File: src/rtl/mem_1r1w_masked_banked_init.sv
`default_nettype none
// ----------------------------------------------------------------------------
// Module  : mem_1r1w_masked_banked_init
// Brief   : Banked 1R1W masked memory with zero-fill after reset, same-address
//           read/write forwarding and optional output register.
// Revision: 1.0
// ----------------------------------------------------------------------------
module mem_1r1w_masked_banked_init #(
  parameter int DEPTH      = 48,
  parameter int WIDTH      = 64,
  parameter int MASK_GRAN  = 8,
  parameter int BANK_DEPTH = 32,
  parameter int OUT_REG    = 0,
  localparam int AW = (DEPTH > 1) ? $clog2(DEPTH) : 1,
  localparam int MW = WIDTH / MASK_GRAN
) (
  input  logic             clock,
  input  logic             reset,
  input  logic [AW-1:0]    R0_addr,
  input  logic             R0_en,
  output logic [WIDTH-1:0] R0_data,
  output logic             R0_valid,
  input  logic [AW-1:0]    W0_addr,
  input  logic             W0_en,
  input  logic [WIDTH-1:0] W0_data,
  input  logic [MW-1:0]    W0_mask,
  output logic             init_done
);

  localparam int c_nbanks = (DEPTH + BANK_DEPTH - 1) / BANK_DEPTH;
  localparam int c_rw     = (BANK_DEPTH > 1) ? $clog2(BANK_DEPTH) : 1;
  localparam int c_bw     = (c_nbanks > 1) ? $clog2(c_nbanks) : 1;
  localparam logic [AW:0]   c_depth = (AW+1)'(DEPTH);
  localparam logic [AW-1:0] c_last  = AW'(DEPTH - 1);

  typedef enum logic [0:0] {ST_INIT = 1'b0, ST_READY = 1'b1} state_t;

  state_t          r_state, w_state_next;
  logic [AW-1:0]   r_init_ptr;
  logic            w_init, w_ready, w_init_last;
  logic            w_rd_inr, w_wr_inr, w_rd_acc, w_rd_en, w_wr_acc, w_wr_en, w_fwd;
  logic [AW-1:0]   w_wr_addr;
  logic [WIDTH-1:0] w_wr_data;
  logic [MW-1:0]   w_wr_mask;
  logic [c_bw-1:0] w_wr_bank, w_rd_bank;
  logic [c_rw-1:0] w_wr_row, w_rd_row;

  logic             r_rd_vld, r_rd_oor, r_fwd;
  logic [c_bw-1:0]  r_rd_bank;
  logic [WIDTH-1:0] r_fwd_data;
  logic [MW-1:0]    r_fwd_mask;
  logic [WIDTH-1:0] w_bank_q [c_nbanks];
  logic [WIDTH-1:0] w_q, w_merged;

  assign w_init      = (r_state == ST_INIT);
  assign w_ready     = (r_state == ST_READY);
  assign w_init_last = w_init && (r_init_ptr == c_last);
  assign init_done   = w_ready;

  always_comb begin
    w_state_next = r_state;
    if (w_init_last) w_state_next = ST_READY;
  end

  always_ff @(posedge clock or posedge reset) begin
    if (reset) begin
      r_state    <= ST_INIT;
      r_init_ptr <= '0;
    end else begin
      r_state <= w_state_next;
      if (w_init) r_init_ptr <= r_init_ptr + 1'b1;
    end
  end

  assign w_rd_inr = ({1'b0, R0_addr} < c_depth);
  assign w_wr_inr = ({1'b0, W0_addr} < c_depth);
  assign w_rd_acc = w_ready && R0_en;
  assign w_rd_en  = w_rd_acc && w_rd_inr;
  assign w_wr_acc = w_ready && W0_en && w_wr_inr;
  // The zero-fill borrows the write port; user ports are locked out meanwhile.
  assign w_wr_en   = w_init || w_wr_acc;
  assign w_wr_addr = w_init ? r_init_ptr : W0_addr;
  assign w_wr_data = w_init ? '0 : W0_data;
  assign w_wr_mask = w_init ? '1 : W0_mask;
  assign w_fwd     = w_rd_en && w_wr_acc && (R0_addr == W0_addr);

  assign w_wr_bank = c_bw'(w_wr_addr >> c_rw);
  assign w_wr_row  = c_rw'(w_wr_addr);
  assign w_rd_bank = c_bw'(R0_addr >> c_rw);
  assign w_rd_row  = c_rw'(R0_addr);

  for (genvar b = 0; b < c_nbanks; b++) begin : g_bank
    localparam int c_bsize = (b == c_nbanks - 1) ? DEPTH - b * BANK_DEPTH : BANK_DEPTH;
    localparam int c_bidx  = (c_bsize > 1) ? $clog2(c_bsize) : 1;
    logic [WIDTH-1:0] r_mem [c_bsize];
    logic [WIDTH-1:0] r_q;
    logic             w_wr_sel, w_rd_sel;

    assign w_wr_sel = w_wr_en && (w_wr_bank == c_bw'(b));
    assign w_rd_sel = w_rd_en && (w_rd_bank == c_bw'(b));

    // Storage has no reset: contents are defined by the zero-fill.
    always_ff @(posedge clock) begin
      if (w_wr_sel) begin
        for (int g = 0; g < MW; g++) begin
          if (w_wr_mask[g])
            r_mem[c_bidx'(w_wr_row)][g*MASK_GRAN +: MASK_GRAN] <= w_wr_data[g*MASK_GRAN +: MASK_GRAN];
        end
      end
      if (w_rd_sel) r_q <= r_mem[c_bidx'(w_rd_row)];
    end

    assign w_bank_q[b] = r_q;
  end

  always_ff @(posedge clock or posedge reset) begin
    if (reset) begin
      r_rd_vld   <= 1'b0;
      r_rd_oor   <= 1'b0;
      r_rd_bank  <= '0;
      r_fwd      <= 1'b0;
      r_fwd_data <= '0;
      r_fwd_mask <= '0;
    end else begin
      r_rd_vld <= w_rd_acc;
      if (w_rd_acc) begin
        r_rd_oor   <= !w_rd_inr;
        r_rd_bank  <= w_rd_bank;
        r_fwd      <= w_fwd;
        r_fwd_data <= W0_data;
        r_fwd_mask <= W0_mask;
      end
    end
  end

  // Bank data is pre-write; same-cycle write granules are merged in here.
  always_comb begin
    w_q = '0;
    for (int b = 0; b < c_nbanks; b++) begin
      if (r_rd_bank == c_bw'(b)) w_q = w_bank_q[b];
    end
    w_merged = '0;
    if (!r_rd_oor) begin
      for (int g = 0; g < MW; g++) begin
        w_merged[g*MASK_GRAN +: MASK_GRAN] = (r_fwd && r_fwd_mask[g]) ?
            r_fwd_data[g*MASK_GRAN +: MASK_GRAN] : w_q[g*MASK_GRAN +: MASK_GRAN];
      end
    end
  end

  if (OUT_REG != 0) begin : g_out_reg
    logic [WIDTH-1:0] r_out_data;
    logic             r_out_vld;
    always_ff @(posedge clock or posedge reset) begin
      if (reset) begin
        r_out_data <= '0;
        r_out_vld  <= 1'b0;
      end else begin
        r_out_vld <= r_rd_vld;
        if (r_rd_vld) r_out_data <= w_merged;
      end
    end
    assign R0_data  = r_out_data;
    assign R0_valid = r_out_vld;
  end else begin : g_out_comb
    logic [WIDTH-1:0] r_last;
    always_ff @(posedge clock or posedge reset) begin
      if (reset) r_last <= '0;
      else if (r_rd_vld) r_last <= w_merged;
    end
    assign R0_data  = r_rd_vld ? w_merged : r_last;
    assign R0_valid = r_rd_vld;
  end

endmodule
`default_nettype wire

File: config.mk
export PLATFORM = sky130hd
export DESIGN_NAME = mem_1r1w_masked_banked_init
export DESIGN_NICKNAME = d
export VERILOG_FILES = /design/src/rtl/mem_1r1w_masked_banked_init.sv
export SDC_FILE = /design/constraint.sdc
export NUM_CORES = 2
export LEC_CHECK = 0
export ABC_AREA = 1
export CAP_MARGIN = 15
export CORE_ASPECT_RATIO = 2
export CORE_MARGIN = 5
export CORE_UTILIZATION = 30
export CTS_CLUSTER_DIAMETER = 50
export DETAILED_ROUTE_END_ITERATION = 7
export PLACE_DENSITY = 0.46
export SETUP_SLACK_MARGIN = 0.05
export SLEW_MARGIN = 20
export SYNTH_ARGS = -nofsm -noshare
export SYNTH_HDL_FRONTEND = slang
export SYNTH_SLANG_ARGS = --single-unit
File: constraint.sdc
create_clock -name clock -period 10.88 [get_ports clock]
set_clock_uncertainty 0.05 [all_clocks]
set_input_delay 2.176 -clock clock [delete_from_list [all_inputs] [get_ports clock]]
set_output_delay 2.176 -clock clock [all_outputs]
set_load 0.01 [all_outputs]
==> flow_summary.json <==
{
  "drv_slew": 0,
  "start_kind": "flop",
  "async_flop_share": 0.04392,
  "p_per_area_nw_per_um2": 176.3,
  "p_sw_w": 0.006249,
  "grt_max_degree": 217,
  "relSlewSlack": 0.1728,
  "hold_depth": 2,
  "grt_pass1_wl_um": 651800,
  "nFillCells": 44652,
  "use_met2": 0.3554,
  "drive_gt1_frac": 0.06345,
  "synth_edf_count": 3200,
  "r2r-end": "g_bank[0].r_mem[13][59]$_DFFE_PP_",
  "power_frac_seq": 0.529,
  "end_kind": "output port",
  "numCtsBuffers": 292,
  "coreArea_um2": 448500,
  "drtPass1Iterations": 6,
  "clkTransAtPathRegs_ns": 0.07,
  "vias": 88120,
  "ant_nets": 0,
  "synth_top_area_share": 0.7131,
  "drcViolationCount": 0,
  "cp.required_ns": 8.65,
  "fin_area_um2": 152100,
  "place_inst": 16886,
  "synthesis.area_um2": 134700,
  "critPathMaxFanout": 33,
  "layout_min_cycle_time_ns": 6.598,
  "die_h_um": 957.8,
  "start_util": 0.3005,
  "clock.fmax_mhz": 151.6,
  "netlist_instances": 11331,
  "hpwlAfterDp_um": 280500,
  "first_global_vias": 87677,
  "cts_tree": "done",
  "port_buffers": 153,
  "rrSetupSlack_ns": 6.65,
  "area_delta_synth_final_pct": 12.85,
  "power.share.switching": 0.2331,
  "crit_type": "flop to output port",
  "grtUsageMet3": 0.02216,
  "worst_pin_slew_ns": 1.241,
  "timing.setup.tns_ns": 0,
  "yosysSeqAreaShare": 0.7404,
  "fin_cells": 17433,
  "hp-class": "flop to flop",
  "comb_power_share": 0.064,
  "io_pins": 154,
  "final_util": 0.3391,
  "ir_drop_v": 0.0001271,
  "grt_most_used_layer": "met2",
  "yosysTopAreaCell": "edfxtp_1",
  "cts_hold_buf": 0,
  "clockRootBuffer": "clkbuf_16",
  "clk_path_buf_depth": 4,
  "leakagePower_nw": 52.14,
  "synth_seq_cells": 3347,
  "htree_levels": 5,
  "clock_sinks": 3347,
  "die-area_um2": 463500,
  "hold_violations": 0,
  "min_period_over_period": 0.6064,
  "via_per_inst": 5.055,
  "syn_nets": 11420,
  "track_usage": 0.1922,
  "gp_congestion": 0.8374,
  "run_status": "finished, final reports clean",
  "wl_per_cell_um": 26.51,
  "setup_violations": 0,
  "gr-total-overflow": 0,
  "cts_resized": 0,
  "synthDistinctLibCells": 33,
  "reg2regPathDepth": 10,
  "placed_area_um2": 142300,
  "max_cap_viol_count": 0,
  "synth_ff_type": "edfxtp_1",
  "layout.nets": 11320,
  "antenna_found_initial": 33,
  "rows": 348,
  "worstHoldEndpoint": "r_fwd_data[4]$_DFFE_PP0N_",
  "use_met1": 0.2149,
  "worstPathArrival_ns": 4.37,
  "yosys-top-cells-area": "edfxtp_1 (71%), nand2_1 (8.6%), nand3_1 (7.0%), nor2_1 (3.2%), dfrtp_1 (2.7%)",
  "clock_latency_ns": 0.92,
  "p_int_w": 0.02056,
  "rsz0062_at_grt": "false",
  "yosys_warnings": 0,
  "worst_r2r_startpoint": "init_done$_DFFE_PP0P_",
  "post_cts_buffers": 0,
  "drt-initial-drc-count": 8073,
  "hold_start": "r_fwd_data[4]$_DFFE_PP0N_",
  "routed_wl_um": 462200,
  "clkPwrFrac": 0.406,
  "die_x_um": 483.9,
  "synth_area_per_cell_um2": 11.89
}
## kinds of logic after synthesis
kind of cell | synth area share
AO/OA/AOI/OAI | 0.04020
XOR/XNOR | 0.0007150
adder cells (fa/ha/maj) | 0.00009284
buffers and inverters | 0.02989
flip-flops | 0.7404
AND/OR/NAND/NOR | 0.1887
## registers in the layout, summed over array words and instances (netlist names)
name and flops:
g_bank.r_mem 3072, g_bank.r_q 128, g_out_comb.r_last 64, r_fwd_data 64, r_fwd_mask 8, r_init_ptr 6, R0_valid 1, init_done 1
r_fwd 1, r_rd_bank 1, r_rd_oor 1
## cell type report
| type | instances | area, um2 | share of cell area |
|---|---|---|---|
| antenna | 26 | 65.06 | 0.0004278 |
| clock buffer | 374 | 8010 | 0.05267 |
| clock inverter | 146 | 1640 | 0.01079 |
| inverter | 177 | 720.7 | 0.004739 |
| multi-input combinational | 7058 | 31060 | 0.2043 |
| sequential | 3347 | 99780 | 0.6562 |
| tap | 5950 | 7445 | 0.04896 |
| timing repair buffer | 355 | 3342 | 0.02198 |
## synthesized netlist by cell type (10+ instances only)
library cell,instances
edfxtp_1,3200
o21ai_1,11
nand3_1,1887
nand2_2,12
buf_1,99
a21oi_1,72
o22ai_1,67
buf_4,98
nand2_1,3071
o21ai_0,516
buf_2,140
clkbuf_1,411
nor2_1,1144
dfrtp_1,147
o211ai_1,174
o32ai_1,64
inv_1,169
o21ai_2,10
## how the worst max path moves through the flow
stage	cells past startpoint	end	start	slack (ns)
global route	5	R0_data[23]	r_rd_bank$_DFFE_PP0N_	4.22
CTS	6	R0_data[13]	r_fwd$_DFFE_PP0N_	4.20
floorplan	4	g_bank[1].r_q[0]$_DFFE_PP_	R0_addr[4]	4.51
global placement	12	g_bank[0].r_q[34]$_DFFE_PP_	R0_addr[0]	4.65
finish	5	R0_data[23]	r_rd_bank$_DFFE_PP0N_	4.28
detailed placement	12	g_bank[0].r_q[38]$_DFFE_PP_	R0_addr[0]	4.71
## routing by layer
layer	vias up	share of wire
met5	-	0.00022
met4	14	0.057
met3	815	0.049
met2	2903	0.53
met1	44734	0.36
li1	39654	-
## cells in the final DEF (no fill, tap or decap), types with 3 or more instances in the layout
cell,instances
buf_8,11
a21oi_1,71
edfxtp_1,3200
inv_8,6
clkdlybuf4s50_1,148
diode_2,26
nand2_2,12
o21ai_1,3
inv_1,129
o211ai_1,174
nand3_1,1887
dfrtp_4,3
o21ai_2,17
inv_2,28
xor2_1,4
o32ai_1,64
dfrtp_1,144
buf_4,178
bufinv_16,32
clkinv_2,44
o21ai_0,516
clkbuf_16,304
nor2_2,22
clkinv_8,4
clkbuf_1,56
nand2_1,3069
buf_12,16
inv_6,6
clkinvlp_4,9
o22ai_1,67
clkbuf_8,14
xnor2_1,7
nor2_1,1129
clkinv_1,54
clkinv_4,6
## power groups by stage
stage / clock network, W / registers, W / logic [W]
final: 0.0109 / 0.0142 / 0.00172
after floorplan: 0 / 0.0145 / 0.000952
after global placement: 0 / 0.0145 / 0.00174
after detailed placement: 0 / 0.0145 / 0.00175
after global routing: 0.0116 / 0.0142 / 0.00185
after CTS: 0.0111 / 0.0142 / 0.00175
## worst max-delay path, cell delays in order (launching register included)
cell,delay (ns)
dfrtp_4,0.49
inv_4,0.45
buf_4,0.62
a21oi_1,0.15
o32ai_1,0.97
clkdlybuf4s50_1,0.72
## metrics by stage
| stage | total power [W] | setup slack, ns | hold slack [ns] |
|---|---|---|---|
| finish | 0.02681 | 4.282 | 0.4313 |
| CTS | 0.02706 | 4.202 | 0.4339 |
| detailed placement | 0.01622 | 4.710 | 0.4155 |
| floorplan | 0.01541 | 4.505 | 0.3987 |
| global placement | 0.01621 | 4.651 | 0.4130 |
| global route | 0.02762 | 4.224 | 0.4520 |
Power figures use the tool's default switching activity.
